--- src/rtl/wb_arb_mux.sv ---
// wb_arb_mux: N-way registered arbitrating multiplexer with valid/ready
// handshakes on every side. It merges NUM_IN source channels onto one
// registered writeback channel, with one-cycle latency and full throughput.
// Optional macro WB_ARB_FIXED_PRIO_EN: when defined, arbitration becomes fixed
// priority (the lowest-index valid channel wins) and the round-robin pointer
// is removed.
module wb_arb_mux #(
   parameter  int unsigned WIDTH  = 32,
   parameter  int unsigned NUM_IN = 4,
   localparam int unsigned SEL_W  = $clog2(NUM_IN)
) (
   input  logic                    clk,
   input  logic                    rst_n,
   input  logic [NUM_IN*WIDTH-1:0] in_data,
   input  logic [NUM_IN-1:0]       in_valid,
   output logic [NUM_IN-1:0]       in_ready,
   output logic [WIDTH-1:0]        out_data,
   output logic [SEL_W-1:0]        out_src,
   output logic                    out_valid,
   input  logic                    out_ready
);

   logic              load;
   logic              any_grant;
   logic [SEL_W-1:0]  gnt_idx;
   logic [NUM_IN-1:0] grant;

`ifndef WB_ARB_FIXED_PRIO_EN
   logic [SEL_W-1:0]  ptr;
`endif

   // load is gated by rst_n so that no in_ready pulse can appear during reset
   assign load     = rst_n & (~out_valid | out_ready);
   assign grant    = any_grant ? (NUM_IN'(1) << gnt_idx) : '0;
   assign in_ready = grant & {NUM_IN{load}};

   // Grant search: the first valid channel found in search order wins
   always_comb begin
      int unsigned idx;
      any_grant = 1'b0;
      gnt_idx   = '0;
      idx       = 0;
      for (int unsigned k = 0; k < NUM_IN; k++) begin
`ifdef WB_ARB_FIXED_PRIO_EN
         idx = k;
`else
         idx = (32'(ptr) + 1 + k) % NUM_IN;
`endif
         if (!any_grant && in_valid[idx]) begin
            any_grant = 1'b1;
            gnt_idx   = SEL_W'(idx);
         end
      end
   end

   // Output register: reload on any grant, otherwise drain; hold during a stall
   always_ff @(posedge clk or negedge rst_n) begin
      if (!rst_n) begin
         out_valid <= 1'b0;
         out_data  <= '0;
         out_src   <= '0;
      end else if (load) begin
         if (any_grant) begin
            out_valid <= 1'b1;
            out_data  <= in_data[32'(gnt_idx)*WIDTH +: WIDTH];
            out_src   <= gnt_idx;
         end else begin
            out_valid <= 1'b0;
         end
      end
   end

`ifndef WB_ARB_FIXED_PRIO_EN
   // Last-grant pointer: reset to NUM_IN-1 so that channel 0 has first priority
   always_ff @(posedge clk or negedge rst_n) begin
      if (!rst_n) begin
         ptr <= SEL_W'(NUM_IN - 1);
      end else if (load && any_grant) begin
         ptr <= gnt_idx;
      end
   end
`endif

endmodule

--- config.mk ---
export PLATFORM = sky130hd
export DESIGN_NAME = wb_arb_mux
export DESIGN_NICKNAME = d
export VERILOG_FILES = /design/src/rtl/wb_arb_mux.sv
export SDC_FILE = /design/constraint.sdc
export NUM_CORES = 1
export LEC_CHECK = 0
export BUFFER_PORTS_ARGS = -buffer_cell sky130_fd_sc_hd__buf_2
export CELL_PAD_IN_SITES_DETAIL_PLACEMENT = 1
export CELL_PAD_IN_SITES_GLOBAL_PLACEMENT = 2
export CORE_MARGIN = 3
export CORE_UTILIZATION = 24
export DETAILED_ROUTE_END_ITERATION = 16
export PLACE_DENSITY_LB_ADDON = 0.1
export SETUP_SLACK_MARGIN = 0.15
export SKIP_LAST_GASP = 1
export SLEW_MARGIN = 20
export SYNTH_ARGS = -nofsm -noshare
export SYNTH_HDL_FRONTEND = slang
export SYNTH_SLANG_ARGS = --single-unit
--- constraint.sdc ---
create_clock -name clk -period 2.61 [get_ports clk]
set_input_delay 0.1305 -clock clk [delete_from_list [all_inputs] [get_ports clk]]
set_output_delay 0.1305 -clock clk [all_outputs]
set_load 0.02 [all_outputs]
; Word level (Yosys, flattened, before mapping)
; Cells that the tools add are included.
[word_totals]
word_cells = 44
in_bits = 135
output_inout_bits = 39
register_bits = 37
[classes]
mux = 18
n_shift = 2
order_cmp = 4
addsub = 4
n_reduce_logical = 8
bitwise = 4
[op_table]
columns = op, count
row1 = $shiftx 128x8->32, 1
row2 = $lt 2x3->1 const B, 4
row3 = $mux 1, 9
row4 = $bmux 1 s2, 4
row5 = $mux 2, 4
row6 = $add 2x1->2 const B, 2
row7 = $add 2x2->2 const B, 2
row8 = $and 4x4->4, 1
row9 = $logic_and 1x1->1, 4
row10 = $mux 4, 1
row11 = $shl 1x2->4 const A, 1
row12 = $logic_not 1->1, 3
row13 = $reduce_and 2->1, 1
row14 = $and 1x1->1, 1
row15 = $not 1->1, 1
row16 = $or 1x1->1, 1

; Depth between registers and ports, before layout
[logic_depth]
depth_word = 16
depth_mapped = 7
mapped_depth_nobuf = 5

; Worst setup path before layout
; OpenSTA, ideal clock, no wires.
[synth_path]
kind = reg2out
start = register ptr[1]
end = output port in_ready[0]
n_path_buf = 1
path_stages_with_launch = 6
arrival_ns = 1.814
setup_slack_ns = 0.666
required_ns = 2.480
cell_sequence = dfstp_2 > mux2i_1 > a2bb2oi_2 > clkbuf_1 > nand2_1 > nor3_1
[synth_via]
elab_chain_cells = 16
word_cells_on_any_way = 29
classes_between = 4 x add/sub / 1 x shift / 17 x mux / 1 x bitwise / 6 x reduce/logical
[synth_rtl]
columns = item, line
row1 = from (decl), 29  ; logic [SEL_W-1:0] ptr;
row2 = from (signal assigned), 77  ; ptr <= SEL_W'(NUM_IN - 1);
row3 = from (signal assigned), 79  ; ptr <= gnt_idx;
row4 = $add 2x1->2 *, 47  ; idx = (32'(ptr) + 1 + k) % NUM_IN;
row5 = branches (longest 13 deep; another with $add 2x1->2), n/a
row6 = $mux 4 *, 34  ; assign grant = any_grant ? (NUM_IN'(1) << gnt_idx) : '0;
row7 = $and 4x4->4 *, 35  ; assign in_ready = grant & {NUM_IN{load}};
row8 = to (decl), 16  ; output logic [NUM_IN-1:0] in_ready,
; Mark *: on every way between the ends. The select of a mux whose other input is x is not followed.

; Worst setup path after layout
[layout_path]
start = register ptr[1]
end = output port in_ready[1]
; Same word-level chain as after synthesis.

==> run summary <==
==========================================================================================
Result of the run                                                             finished, violations left
Failing checks                                                                negative hold slack
Fin crit share                                                                       89.6%
Number of antenna violations at the first check in global routing                        0
Via count of the first global-routing pass                                            2958
Area inside the core boundary                                                  0.0111 mm^2
H-tree levels                                                                            2
Number of standard cells after synthesis                                               289
Number of placed instances with taps included                                          582
Area fraction in compound gates after synthesis                                      30.5%
Area fraction in and, or, nand and nor cells after synthesis                         16.7%
Final hold slack                                                                  -21.6 ps
Worst voltage drop across the vdd grid                                              231 uV
Clock power frac                                                                     21.9%
Data arrival time of the critical path                                             2210 ps
Half-perimeter wire length of the detailed placement result                        7.53 mm
Full die area                                                                  0.0129 mm^2
Buffer depth of the longest clock path                                                   2
Largest family of logic cells by synthesized area                             compound AO/OA/AOI/OAI gates
Final routed DRC violation total                                                         0
Final-report max-slew violation count                                                    0
Overflow left after global routing                                                       0
Internal Power                                                                     1690 uW
Final layout net count                                                                 584
Unrepaired setup endpoints after global routing                                      false
Portion of netlist area occupied by mux cells                                        11.9%
Effective utilization at floorplan                                                   25.1%
Number of I/O pins                                                                     174
Switching pwr                                                                      1130 uW
Portion of total power attributed to combinational logic                             47.3%
Number of distinct library cells after synthesis                                        32
Required time at the endpoint of the critical path                                 2480 ps
Hold bufs inserted after CTS                                                             0
Actual slew at the worst max-slew pin                                               547 ps
Global-route wire length before repair                                             15.9 mm
Power Dens Cells                                                               726 mW/mm^2
Number of port buffers                                                                 173
Number of vias in the routed layout                                                   2822
Clk sink count                                                                          37
Max-cap violation count                                                                  0
Sequential cell area fraction in the yosys report                                    33.3%
Post-route insts no fill                                                               590
1st-iter DRT viols                                                                      67
Share of final-layout standard cells stronger than drive strength 1                  50.0%
Clock skew after layout                                                            6.13 ps
Final antenna-violating net count                                                        0
Worst slew margin relative to its limit                                              63.5%
Number of flops mapped to enable cells by yosys                                          0
Share of the synthesized area in the top cell type                                   31.4%
Clock transition at path regs                                                        60 ps
Biggest area contributors in the synthesized netlist                          sky130_fd_sc_hd__dfrtp_1 (31%), sky130_fd_sc_hd__mux2i_1 (12%), sky130_fd_sc_hd__o211ai_2 (12%)
Insertion delay to the later sink of the worst-skew pair                            280 ps
Diode count                                                                              0
Global-route usage over all layers                                                   15.5%
Routed wire length                                                                 10.2 mm
Static Leakage                                                                  0.00206 uW
Summed instance area of the synthesized netlist                               0.00279 mm^2
Final Critical Period                                                              2340 ps
CP startpoint kind                                                                    flop
TritonCTS clock tree                                                                 built
Largest area contributor in the synthesized netlist                           sky130_fd_sc_hd__dfrtp_1
Std cell rows                                                                           38
Setup-violating endpoint count in the final report                                       0
Leading cell type in the layout, fill and taps excluded                       sky130_fd_sc_hd__buf_2
Most frequent cells in the layout                                             sky130_fd_sc_hd__buf_2 (173), sky130_fd_sc_hd__nand2_1 (38), sky130_fd_sc_hd__dfrtp_1 (35)
Number of register bits inferred by synthesis                                           37
Sequential share of power                                                            30.8%
Routability congestion estimate                                                      0.763
Avg Vias per Cell                                                                     4.78
Worst-path maximum fanout                                                               12
Maximum number of pins on one net before global-route repair                            66
Post-CTS repair timing setup buffer count                                                0
Clock root buffer                                                             sky130_fd_sc_hd__clkbuf_16
Xor and xnor fraction of the mapped netlist area                                        0%
Setup TNS                                                                             0 ps
Crit end category                                                             primary output
Type of the tightest min-delay check                                           in -> async
Area Growth Syn to Fin                                                               39.1%
First-pass iteration count of the detailed router                                        4
Total nets after synthesis                                                             424
Die X                                                                               114 um
TritonCTS Buffers                                                                        5
Yosys warning count                                                                      0
Count of final hold-check violations                                                    35
Average detailed-routed wire length per instance                                   17.3 um
Peak clock frequency supported by timing                                         0.428 GHz
Die extent in y                                                                     114 um
FFs w/ async S/R, synth                                                               100%
Sw frac                                                                              40.1%
Most used flip-flop cell after synthesis                                      sky130_fd_sc_hd__dfrtp_1
Kind of critical path                                                           reg -> out
Share of synthesized cell area in full adder, half adder and majority cells             0%
Post-synthesis average cell area                                                 9.64 um^2
==========================================================================================
==> Yosys cell counts, types with 3 or more instances <==
cell type,instances
sky130_fd_sc_hd__nand2_1,38
sky130_fd_sc_hd__dfrtp_1,35
sky130_fd_sc_hd__mux2i_1,33
sky130_fd_sc_hd__and3_1,32
sky130_fd_sc_hd__o21ai_1,32
sky130_fd_sc_hd__a21boi_0,29
sky130_fd_sc_hd__o211ai_2,26
sky130_fd_sc_hd__clkbuf_1,11
sky130_fd_sc_hd__buf_2,8
sky130_fd_sc_hd__o211ai_1,6
sky130_fd_sc_hd__buf_6,5
sky130_fd_sc_hd__nor2_1,5
sky130_fd_sc_hd__a21boi_1,4
sky130_fd_sc_hd__buf_12,3
==> worst paths after layout <==
| kind | slack (ps) | startpoint | cells past startpoint | endpoint |
|---|---|---|---|---|
| worst max-delay path | 270 | ptr[1]$_DFFE_PN1P_ | 6 | in_ready[1] |
| worst min-delay path | -20 | rst_n | 2 | out_data[15]$_DFFE_PN0P_ |
| worst max register to register | 450 | ptr[1]$_DFFE_PN1P_ | 6 | out_data[7]$_DFFE_PN0P_ |
| worst min register to register | 480 | out_data[6]$_DFFE_PN0P_ | 2 | out_data[6]$_DFFE_PN0P_ |
| max in group asynchronous | 2250 | rst_n | 2 | ptr[0]$_DFFE_PN1P_ |
| min in group clk | 150 | in_data[105] | 3 | out_data[9]$_DFFE_PN0P_ |
==> critical path, stage by stage, from the launching register on <==
cell	delay, ps
sky130_fd_sc_hd__dfstp_2	620
sky130_fd_sc_hd__mux2i_2	290
sky130_fd_sc_hd__a2bb2oi_4	210
sky130_fd_sc_hd__and2_4	270
sky130_fd_sc_hd__buf_4	260
sky130_fd_sc_hd__nor3_1	90
sky130_fd_sc_hd__buf_2	180
==> power groups by stage <==
stage	combinational, uW	sequential [uW]	clock [uW]
after detailed placement	1340	876	0
after CTS	1350	871	640
final	1330	867	616
after global placement	1320	872	0
after floorplan	707	1080	0
after global routing	1460	896	673
==> cells by family (layout without fill, tap and decap cells) <==
logic type,count (synthesis),count (layout)
flops,37,37
compound gates,104,104
mux,33,33
buf+inv,28,189
simple gates,87,87
==> routing by layer <==
metal | vias to the layer above | part of all wire (%) | global-route usage [%]
met5 | - | 0 | 0
met4 | 0 | 1.5 | 3.69
met3 | 11 | 6.4 | 3.55
met2 | 93 | 49 | 26.0
met1 | 1337 | 43 | 20.3
li1 | 1381 | - | -
==> state kept, by name, indices dropped and copies added, names as in the netlist <==
signal,flops
ptr,2
out_data,32
out_valid,1
out_src,2
==> final cells by class <==
cell class                 instances  area, um^2
timing repair buffer             181         955
sequential                        37         928
fill                            1362        7200
multi-input combinational        224        1670
tap                              140         175
clock buffer                       8         146
==> per-stage QoR <==
step / utilization (%) / area (um^2) / setup WS [ps] / total power (uW) / hold WS (ps)
after floorplan: - / 2790 / 666 / 1790 / -165
after global placement: 33.5 / 3710 / 507 / 2190 / 287
after detailed placement: 33.5 / 3710 / 446 / 2220 / 308
after CTS: 34.8 / 3860 / 220 / 2860 / 2.00
after global routing: 35.0 / 3870 / 164 / 3030 / 26.4
final: 35.0 / 3870 / 272 / 2810 / -21.6
==> what timing repair did <==
item | in CTS | in global routing
gates resized for setup | 1 | 4
setup endpoints to repair | 1 | 1
hold endpoints to repair | 0 | 0
Power figures use the tool's default switching activity.
